==> src/rtl/fpga_cfg_pkg.sv <==
// Shared definitions for the FPGA configuration loader: default geometry
// and the loader FSM state encoding.
package fpga_cfg_pkg;

    localparam int WORD_W_DEF     = 32;
    localparam int FRAME_W_DEF    = 320;
    localparam int NUM_FRAMES_DEF = 172;
    localparam int SETTLE_CYC_DEF = 10;

    typedef logic [2:0] state_t;

    localparam logic [2:0] ST_IDLE    = 3'd0;
    localparam logic [2:0] ST_LOAD    = 3'd1;
    localparam logic [2:0] ST_APPLY   = 3'd2;
    localparam logic [2:0] ST_ADVANCE = 3'd3;
    localparam logic [2:0] ST_SETTLE  = 3'd4;
    localparam logic [2:0] ST_ENABLE  = 3'd5;
    localparam logic [2:0] ST_DONE    = 3'd6;

endpackage

==> src/rtl/cfg_word_packer.sv <==
// Assembles FRAME_W/WORD_W bitstream words into one frame, first word in the
// LSBs. frame_o already contains the word being pushed this cycle.
module cfg_word_packer import fpga_cfg_pkg::*; #(
    parameter int WORD_W  = WORD_W_DEF,
    parameter int FRAME_W = FRAME_W_DEF
) (
    input  logic               clock,
    input  logic               rst,
    input  logic               clear_i,
    input  logic               push_i,
    input  logic [WORD_W-1:0]  word_i,
    output logic [FRAME_W-1:0] frame_o,
    output logic               last_o
);

    localparam int WORDS = FRAME_W / WORD_W;
    localparam int CNT_W = (WORDS > 1) ? $clog2(WORDS) : 1;
    localparam logic [CNT_W-1:0] LAST_WORD = CNT_W'(WORDS - 1);

    logic [FRAME_W-1:0] frame_buf_q, frame_buf_d;
    logic [CNT_W-1:0]   word_cnt_q, word_cnt_d;

    // NOTE: every variable gets its default first so no path leaves it unassigned (no latch).
    always_comb begin
        frame_buf_d = frame_buf_q;
        word_cnt_d  = word_cnt_q;
        if (clear_i) begin
            word_cnt_d = '0;
        end else if (push_i) begin
            frame_buf_d[int'(word_cnt_q) * WORD_W +: WORD_W] = word_i;
            word_cnt_d = (word_cnt_q == LAST_WORD) ? '0 : word_cnt_q + CNT_W'(1);
        end
    end

    assign frame_o = frame_buf_d;
    assign last_o  = push_i && !clear_i && (word_cnt_q == LAST_WORD);

    always_ff @(posedge clock) begin
        if (!rst) begin
            word_cnt_q <= '0;
        end else begin
            word_cnt_q <= word_cnt_d;
        end
    end

    // NOTE: the frame buffer has no reset; every slot is rewritten before a frame is published.
    always_ff @(posedge clock) begin
        frame_buf_q <= frame_buf_d;
    end

endmodule

==> src/rtl/fpga_cfg_loader.sv <==
// Streams a bitstream into the fabric one frame per column, walks a one-hot
// column enable, then waits a settle period before enabling fabric flip-flops.
module fpga_cfg_loader import fpga_cfg_pkg::*; #(
    parameter int WORD_W     = WORD_W_DEF,
    parameter int FRAME_W    = FRAME_W_DEF,
    parameter int NUM_FRAMES = NUM_FRAMES_DEF,
    parameter int SETTLE_CYC = SETTLE_CYC_DEF
) (
    input  logic                  clock,
    input  logic                  rst,
    input  logic                  start,
    input  logic [WORD_W-1:0]     cfg_data,
    input  logic                  cfg_valid,
    output logic                  cfg_ready,
    output logic [FRAME_W-1:0]    configs_in,
    output logic [NUM_FRAMES-1:0] configs_en,
    output logic                  ff_en,
    output logic                  rdy,
    output logic                  busy
);

    localparam int FC_W = $clog2(NUM_FRAMES + 1);
    localparam int SC_W = (SETTLE_CYC > 1) ? $clog2(SETTLE_CYC) : 1;
    localparam logic [FC_W-1:0] LAST_FRAME  = FC_W'(NUM_FRAMES - 1);
    localparam logic [SC_W-1:0] LAST_SETTLE = SC_W'(SETTLE_CYC - 1);

    generate
        if ((FRAME_W % WORD_W) != 0) begin : g_bad_frame_w
            $error("FRAME_W must be an integer multiple of WORD_W");
        end
        if (SETTLE_CYC < 1) begin : g_bad_settle
            $error("SETTLE_CYC must be at least 1");
        end
    endgenerate

    state_t                state_q, state_d;
    logic [FC_W-1:0]       frame_cnt_q, frame_cnt_d;
    logic [SC_W-1:0]       settle_cnt_q, settle_cnt_d;
    logic [FRAME_W-1:0]    configs_in_q, configs_in_d;
    logic [NUM_FRAMES-1:0] configs_en_q, configs_en_d;
    logic                  ff_en_q, ff_en_d;
    logic                  rdy_q, rdy_d;

    logic                  start_accept;
    logic                  push;
    logic                  frame_last;
    logic [FRAME_W-1:0]    frame_word;

    assign start_accept = start && (state_q == ST_IDLE || state_q == ST_DONE);
    assign cfg_ready    = (state_q == ST_LOAD);
    assign push         = cfg_valid && cfg_ready;
    assign busy         = (state_q != ST_IDLE) && (state_q != ST_DONE);

    cfg_word_packer #(
        .WORD_W  (WORD_W),
        .FRAME_W (FRAME_W)
    ) u_packer (
        .clock   (clock),
        .rst     (rst),
        .clear_i (start_accept),
        .push_i  (push),
        .word_i  (cfg_data),
        .frame_o (frame_word),
        .last_o  (frame_last)
    );

    always_comb begin
        state_d      = state_q;
        frame_cnt_d  = frame_cnt_q;
        settle_cnt_d = settle_cnt_q;
        configs_in_d = configs_in_q;
        configs_en_d = configs_en_q;
        ff_en_d      = ff_en_q;
        rdy_d        = rdy_q;
        case (state_q)
            ST_IDLE, ST_DONE: begin
                if (start_accept) begin
                    configs_en_d = NUM_FRAMES'(1);
                    frame_cnt_d  = '0;
                    ff_en_d      = 1'b0;
                    rdy_d        = 1'b0;
                    state_d      = ST_LOAD;
                end else if (state_q == ST_DONE) begin
                    rdy_d = 1'b1;
                end
            end
            ST_LOAD: begin
                if (frame_last) begin
                    configs_in_d = frame_word;
                    state_d      = ST_APPLY;
                end
            end
            ST_APPLY: state_d = ST_ADVANCE;
            ST_ADVANCE: begin
                configs_en_d = configs_en_q << 1;
                frame_cnt_d  = frame_cnt_q + FC_W'(1);
                if (frame_cnt_q == LAST_FRAME) begin
                    settle_cnt_d = '0;
                    state_d      = ST_SETTLE;
                end else begin
                    state_d = ST_LOAD;
                end
            end
            ST_SETTLE: begin
                if (settle_cnt_q == LAST_SETTLE) begin
                    state_d = ST_ENABLE;
                end else begin
                    settle_cnt_d = settle_cnt_q + SC_W'(1);
                end
            end
            ST_ENABLE: begin
                ff_en_d = 1'b1;
                state_d = ST_DONE;
            end
            default: state_d = ST_IDLE;
        endcase
    end

    // NOTE: state registers use non-blocking assignment so all flops update from pre-edge values.
    always_ff @(posedge clock) begin
        if (!rst) begin
            state_q      <= ST_IDLE;
            frame_cnt_q  <= '0;
            settle_cnt_q <= '0;
            configs_in_q <= '0;
            configs_en_q <= '0;
            ff_en_q      <= 1'b0;
            rdy_q        <= 1'b0;
        end else begin
            state_q      <= state_d;
            frame_cnt_q  <= frame_cnt_d;
            settle_cnt_q <= settle_cnt_d;
            configs_in_q <= configs_in_d;
            configs_en_q <= configs_en_d;
            ff_en_q      <= ff_en_d;
            rdy_q        <= rdy_d;
        end
    end

    assign configs_in = configs_in_q;
    assign configs_en = configs_en_q;
    assign ff_en      = ff_en_q;
    assign rdy        = rdy_q;

endmodule

==> config.mk <==
export PLATFORM = sky130hd
export DESIGN_NAME = fpga_cfg_loader
export DESIGN_NICKNAME = d
export VERILOG_FILES = /design/src/rtl/fpga_cfg_pkg.sv /design/src/rtl/cfg_word_packer.sv /design/src/rtl/fpga_cfg_loader.sv
export SDC_FILE = /design/constraint.sdc
export NUM_CORES = 1
export LEC_CHECK = 0
export CAP_MARGIN = 15
export CORE_UTILIZATION = 52
export DETAILED_ROUTE_END_ITERATION = 10
export PLACE_DENSITY = 0.84
export SYNTH_ARGS = -nofsm -noshare
export SYNTH_HDL_FRONTEND = slang
export SYNTH_SLANG_ARGS = --single-unit
==> constraint.sdc <==
create_clock -name clock -period 3.2 [get_ports clock]
set_input_delay 0.8 -clock clock [delete_from_list [all_inputs] [get_ports clock]]
set_output_delay 0.8 -clock clock [all_outputs]
set_load 0.02 [all_outputs]
==> impl_results.md, run 1 <==
* Final hold vios at 0
* Die area at 56600 µm²
* # port buffers at 531
* Critical path peak fanout at 4
* Crit path DAT at 2.21 ns
* Synth Flop Type: dfxtp_1
* Setup TNS at 0 ns
* Fin crit share at 94.1%
* CTS tree: done
* Syn Std Cell Area at 29000 µm²
* Lkg Pwr at 14.7 nW
* Power Dens Cells at 557 nW/µm²
* Max cap viols at 0
* Hold path endpoint: configs_in[11]$_SDFFE_PN0P_
* RSZ-0062 raised after global routing: no
* Number of synthesized flops with an enable pin at 0
* Gp weighted congestion at 0.843
* Final-report setup violation count at 0
* Syn Inst Count at 2531
* DP Wirelength at 57400 µm
* Run status: finished clean
* Routed vias/inst at 5.90
* Initial antenna violation count at 5
* Iter 0 DRT Violations at 2025
* Worst flop-to-flop path endpoint: configs_in[216]$_SDFFE_PN0P_
* DR WL/cell at 23.5 µm
* Number of global-route vias before repair at 22200
* Post-route DRC violation count at 0
* Seq/Total Area, Yosys at 57.6%
* Slew Viols, Final at 0
* CTS H-tree lvls at 3
* Cells on worst reg2reg path at 7
* Share of cells above drive strength 1 at 19.9%
* Worst Hold Launch: u_packer.frame_buf_q[11]$_DFF_P_
* Largest net degree at the start of global routing at 211
* WP data required at 2.40 ns
* Hold Crit Class: reg -> reg
* Post-CTS Setup Inserts at 0
* Setup Skew at 0.0346 ns
* FMAX at 332 MHz
* R2r startpoint: u_packer.word_cnt_q[0]$_SDFFE_PP0P_
* Longest Clk Path Bufs at 3
* Top Ports at 532
* Cts hold-fix bufs at 0
* Gates resized, CTS repair at 0
* Actual slew at the worst max-slew pin at 1.09 ns
* Initial DRT Pass Iterations at 8
* Overall routed net length at 89400 µm
* Detail Route Antenna Nets at 0
* Aggregate global routing overflow at 0
* Rows at 86
* Die X at 238 µm
* Fin crit period at 3.01 ns
* Clock tree root driver cell: clkbuf_16
* Nets at 3032
* Layout Cells excl Fill at 3801
* Post-Place Cells at 3651
* First-pass GRT wire length at 134000 µm
* WHS Path Cells at 2
* Initial Util at 52.5%
* Clk Latency, worst-skew pair at 0.64 ns
* Max VDD drop at 0.401 mV
* Die Ht at 238 µm
* TritonCTS Buffers at 84
* Commonest non-fill, non-tap cells in the layout: dfxtp_1, clkdlybuf4s50_1, mux2_2
* Design Power at 0.0210 W
* All-Layer GR Usage at 30.6%
* Synth unique cells at 65
* Flop-to-flop setup slack at 0.24 ns
* Core area at 55100 µm²
* Clock transition at path regs at 0.07 ns
* Crit start category: flip-flop
* Synthesized flop and latch total at 833
* Avg Inst Size Synth at 11.4 µm²
* Max-slew headroom at 26.9%
* Area delta synth->final at 30.4%
* Net count of the mapped netlist at 2574
* CTS sink cnt at 833
* Setup Crit Path Kind: reg -> out
* Asr flop ratio synth at 0%
* Leading cell type in the layout, fill and taps excluded: dfxtp_1
* Critical Path Sink Type: primary output
* Via count at 22400
* Syn. warnings at 0
* Final hold slack at 0.447 ns
## layout make-up
cell class / count / area [µm²]
Fill cell: 3881 / 17300
Multi-Input combinational cell: 1457 / 11200
Sequential cell: 833 / 16700
Timing Repair Buffer: 606 / 6070
Clock buffer: 120 / 2450
Inverter: 7 / 31.3
Antenna cell: 2 / 5.00
Clock inverter: 28 / 353
Tap cell: 748 / 936
## synthesized netlist by cell type, types with 3 or more instances
library cell | instances | share of area (%)
nand3_1 | 44 | 0.76
dfxtp_1 | 833 | 58
nand4_1 | 3 | 0.065
nor3_1 | 3 | 0.052
inv_1 | 7 | 0.091
and2_1 | 49 | 1.1
nand2_1 | 111 | 1.4
a221o_1 | 92 | 3.2
nor2_1 | 190 | 2.5
and3b_1 | 4 | 0.12
or3_1 | 5 | 0.11
buf_1 | 3 | 0.039
buf_4 | 13 | 0.34
clkbuf_1 | 141 | 1.8
o21ai_0 | 104 | 1.8
buf_2 | 68 | 1.2
buf_6 | 9 | 0.35
a22o_1 | 64 | 1.9
ha_1 | 7 | 0.30
mux2_2 | 284 | 11
and3_1 | 47 | 1.0
mux2_1 | 36 | 1.4
nor2b_1 | 3 | 0.065
a32oi_1 | 36 | 1.1
xor2_1 | 4 | 0.12
o21ba_2 | 82 | 2.8
a22oi_1 | 173 | 4.5
a21oi_1 | 47 | 0.81
nand3b_1 | 5 | 0.13
nor3b_1 | 4 | 0.10
o21ba_1 | 14 | 0.48
## registers in the layout (all words and copies together) (netlist names)
signal	flops
configs_en	172
configs_in	320
ff_en	1
frame_cnt_q	8
rdy	1
settle_cnt_q	4
state_q	3
u_packer.frame_buf_q	320
u_packer.word_cnt_q	4
## critical path: stages, from the launching register on
cell	delay, ns
dfxtp_1	0.34
nor2b_1	0.15
or3_1	0.41
clkdlybuf4s50_1	0.68
## through the flow
stage / setup slack (ns) / cell area [µm²] / util, %
detailed placement: 0.199 / 35000 / 63.4
CTS: 0.157 / 37800 / 68.5
finish: 0.189 / 37800 / 68.5
floorplan: 0.811 / 29000 / -
global placement: 0.276 / 35000 / 63.4
global route: 0.112 / 37800 / 68.5
## how the worst max path moves through the flow
| stage | from | end | slack (ns) | cells after the start |
|---|---|---|---|---|
| detailed placement | cfg_valid | configs_in[140]$_SDFFE_PN0P_ | 0.20 | 6 |
| CTS | state_q[1]$_SDFFE_PN0P_ | busy | 0.16 | 3 |
| floorplan | u_packer.word_cnt_q[0]$_SDFFE_PP0P_ | u_packer.frame_buf_q[160]$_DFF_P_ | 0.81 | 8 |
| finish | state_q[1]$_SDFFE_PN0P_ | busy | 0.19 | 3 |
| global route | u_packer.word_cnt_q[0]$_SDFFE_PP0P_ | u_packer.frame_buf_q[179]$_DFF_P_ | 0.11 | 7 |
| global placement | cfg_valid | configs_in[185]$_SDFFE_PN0P_ | 0.28 | 7 |
## metal layers
layer / wire length, µm / share of wire (%) / global-route usage (%)
met1: 34700 / 39 / 37.4
met4: 4060 / 4.5 / 15.4
met2: 42900 / 48 / 50.6
met3: 7770 / 8.7 / 7.11
met5: 0 / 0 / 0
## cells by family after synthesis
logic type | share of synthesized area [%]
xor gates and xnor gates | 0.238
DFF | 57.6
muxes | 12.4
AOI/OAI and AO/OA | 17.1
adders and majority gates | 0.303
buffers and inverters | 3.82
and+or+nand+nor | 8.50
## where the power goes
group	leakage [nW]	switching (W)	internal (W)
Sequential	6.72	0.0000662	0.0105
Combinational	6.63	0.000395	0.000213
Clock	1.35	0.00409	0.00576
No activity file was read; power rests on OpenSTA's default activity.
==> run 2: changes to the inputs <==
--- a/config.mk
+++ b/config.mk
@@ -6,9 +6,11 @@
 export NUM_CORES = 1
 export LEC_CHECK = 0
 export CAP_MARGIN = 15
-export CORE_UTILIZATION = 52
+export CORE_UTILIZATION = 54
+export CTS_BUF_LIST = sky130_fd_sc_hd__clkbuf_4
+export CTS_CLUSTER_SIZE = 16
 export DETAILED_ROUTE_END_ITERATION = 10
-export PLACE_DENSITY = 0.84
+export PLACE_DENSITY = 0.87
 export SYNTH_ARGS = -nofsm -noshare
 export SYNTH_HDL_FRONTEND = slang
 export SYNTH_SLANG_ARGS = --single-unit
==> impl_results.md, run 2 (synthesis gave the netlist of run 1 again) <==
* Initial Util at 54.9% (was 52.5%)
* Failing checks: design-rule violations
* Max VDD drop at 0.406 mV (was 0.401 mV)
* Multi-input logic area at 11200 µm² (unchanged)
* Power Dens Cells at 526 nW/µm² (was 557 nW/µm²)
* Final-report setup violation count at 0 (unchanged)
* Aggregate global routing overflow at 0 (unchanged)
* Gp weighted congestion at 0.879 (was 0.843)
* Actual slew at the worst max-slew pin at 1.06 ns (was 1.09 ns)
* Core area at 52800 µm² (was 55100 µm²)
* Die X at 234 µm (was 238 µm)
* Final hold vios at 0 (unchanged)
* Die Ht at 234 µm (was 238 µm)
* Post-CTS Setup Inserts at 0 (unchanged)
* Slew Viols, Final at 0 (unchanged)
* Via count at 23200 (was 22400)
* Worst path cell trace: nor2b_1, or3_1, buf_2 (was nor2b_1, or3_1, clkdlybuf4s50_1)
* Max cap viols at 0 (unchanged)
* Overall routed net length at 89800 µm (was 89400 µm)
* Logic pwr share at 3.1% (was 2.9%)
* Setup Crit Path Kind: reg -> out (unchanged)
* Design Area, Final at 37300 µm² (was 37800 µm²)
* Number of global-route vias before repair at 22800 (was 22200)
* Hold Crit Class: in -> reg (was reg -> reg)
* RSZ-0062 raised after global routing: no (unchanged)
* WP data required at 2.40 ns (about the same)
* Crit start category: flip-flop (unchanged)
* Lkg Pwr at 14.8 nW (was 14.7 nW)
* Sequential share of power at 53.9% (was 50.3%)
* Initial antenna violation count at 5 (unchanged)
* FMAX at 333 MHz (was 332 MHz)
* DR WL/cell at 22.8 µm (was 23.5 µm)
* # port buffers at 531 (unchanged)
* Longest Clk Path Bufs at 3 (unchanged)
* Leading cell type in the layout, fill and taps excluded: dfxtp_1 (unchanged)
* Net Sw Frac at 23.8% (was 21.7%)
* Post-Place Cells at 3583 (was 3651)
* Fin crit share at 93.9% (was 94.1%)
* Clock tree root driver cell: clkbuf_4 (was clkbuf_16)
* Crit path DAT at 2.20 ns (was 2.21 ns)
* Detail Route Antenna Nets at 0 (unchanged)
* Clk Latency, worst-skew pair at 1.05 ns (was 0.64 ns)
* All-Layer GR Usage at 31.9% (was 30.6%)
* Critical Path Sink Type: primary output (unchanged)
* First-pass GRT wire length at 133000 µm (was 134000 µm)
* CTS H-tree lvls at 4 (was 3)
* Largest net degree at the start of global routing at 211 (unchanged)
* Fillers at 3510 (was 3881)
* Critical path peak fanout at 13 (was 4)
* Initial DRT Pass Iterations at 10 (was 8)
* Iter 0 DRT Violations at 2203 (was 2025)
* Int Power at 0.0150 W (was 0.0165 W)
* Routed vias/inst at 5.90 (about the same)
* Nets at 3135 (was 3032)
* Commonest non-fill, non-tap cells in the layout: dfxtp_1, clkdlybuf4s50_1, mux2_2 (unchanged)
* Clock transition at path regs at 0.07 ns (about the same)
* CTS sink cnt at 833 (unchanged)
* Net switching power at 0.00467 W (was 0.00455 W)
* Run status: finished with violations (was finished clean)
* Area after DPL at 34800 µm² (was 35000 µm²)
* Fin crit period at 3.00 ns (was 3.01 ns)
* Register area at 16700 µm² (about the same)
* Share of cells above drive strength 1 at 23.9% (was 19.9%)
* Rows at 84 (was 86)
* Layout Cells excl Fill at 3931 (was 3801)
* Top Ports at 532 (unchanged)
* Area delta synth->final at 28.9% (was 30.4%)
* Slowest CP cell: or3_1 (was clkdlybuf4s50_1)
* DP Wirelength at 57900 µm (was 57400 µm)
* Clk network pwr share at 43.0% (was 46.8%)
* Max-slew headroom at 29.0% (was 26.9%)
* Post-route DRC violation count at 50 (was 0)
* CTS tree: done (unchanged)
* Crit path largest cell delay at 0.43 ns (was 0.68 ns)
* Die area at 54500 µm² (was 56600 µm²)
* TritonCTS Buffers at 195 (was 84)
* Setup Skew at 0.0621 ns (was 0.0346 ns)
run 2: power by group through the flow:
stage | sequential [W] | combinational, W | clock [W]
finish | 0.0106 | 0.000606 | 0.00844
global route | 0.0106 | 0.000631 | 0.00917
CTS | 0.0106 | 0.000596 | 0.00859
detailed placement | 0.0108 | 0.000595 | 0
global placement | 0.0108 | 0.000580 | 0
floorplan | 0.0108 | 0.000343 | 0
run 2: worst paths after layout:
kind | slack, ns | end | from | cells past startpoint
max | 0.20 | busy | state_q[1]$_SDFFE_PN0P_ | 3
min | 0.42 | u_packer.frame_buf_q[137]$_DFF_P_ | cfg_data[9] | 2
max reg2reg | 0.26 | configs_in[197]$_SDFFE_PN0P_ | u_packer.word_cnt_q[0]$_SDFFE_PP0P_ | 7
min reg2reg | 0.43 | configs_in[8]$_SDFFE_PN0P_ | u_packer.frame_buf_q[8]$_DFF_P_ | 2
run 2: final cells by class:
cell class	count	area share [%]
multi-input combinational	1457	30.1
clock inverter	65	0.996
inverter	7	0.0839
sequential	833	44.7
tap	688	2.31
clock buffer	281	5.65
timing repair buffer	598	16.1
antenna	2	0.0134
run 2: per-stage QoR:
stage,TNS (ns),setup WS [ns],util (%),power (W),hold WS [ns]
floorplan,0,0.811,-,0.0111,0.426
global placement,0,0.214,66.0,0.0114,0.432
detailed placement,0,0.135,66.0,0.0114,0.441
CTS,-0.0561,-0.0561,70.7,0.0198,0.252
global route,0,0.0409,70.7,0.0204,0.324
finish,0,0.196,70.7,0.0196,0.424
run 2: what timing repair did:
action | in CTS | in global routing
hold buffers | 0 | 0
gates resized for setup | 7 | 2
endpoints found under the setup margin | 2 | 1
run 2: worst max-delay path, delay by kind of cell, from the launching register on:
family                 cells  cell delay (ns)
DFF                        1             0.39
and+or+nand+nor            2             0.59
buffers and inverters      1             0.23
run 2: routing by layer:
layer | share of wire (%) | global-route usage [%] | up-vias | wire length, µm
met5 | 0.012 | 0 | - | 11
met4 | 5.2 | 19.3 | 2 | 4700
met3 | 9.9 | 10.8 | 227 | 8930
met2 | 47 | 51.2 | 1190 | 42500
met1 | 37 | 36.7 | 11400 | 33600
li1 | - | - | 10400 | -
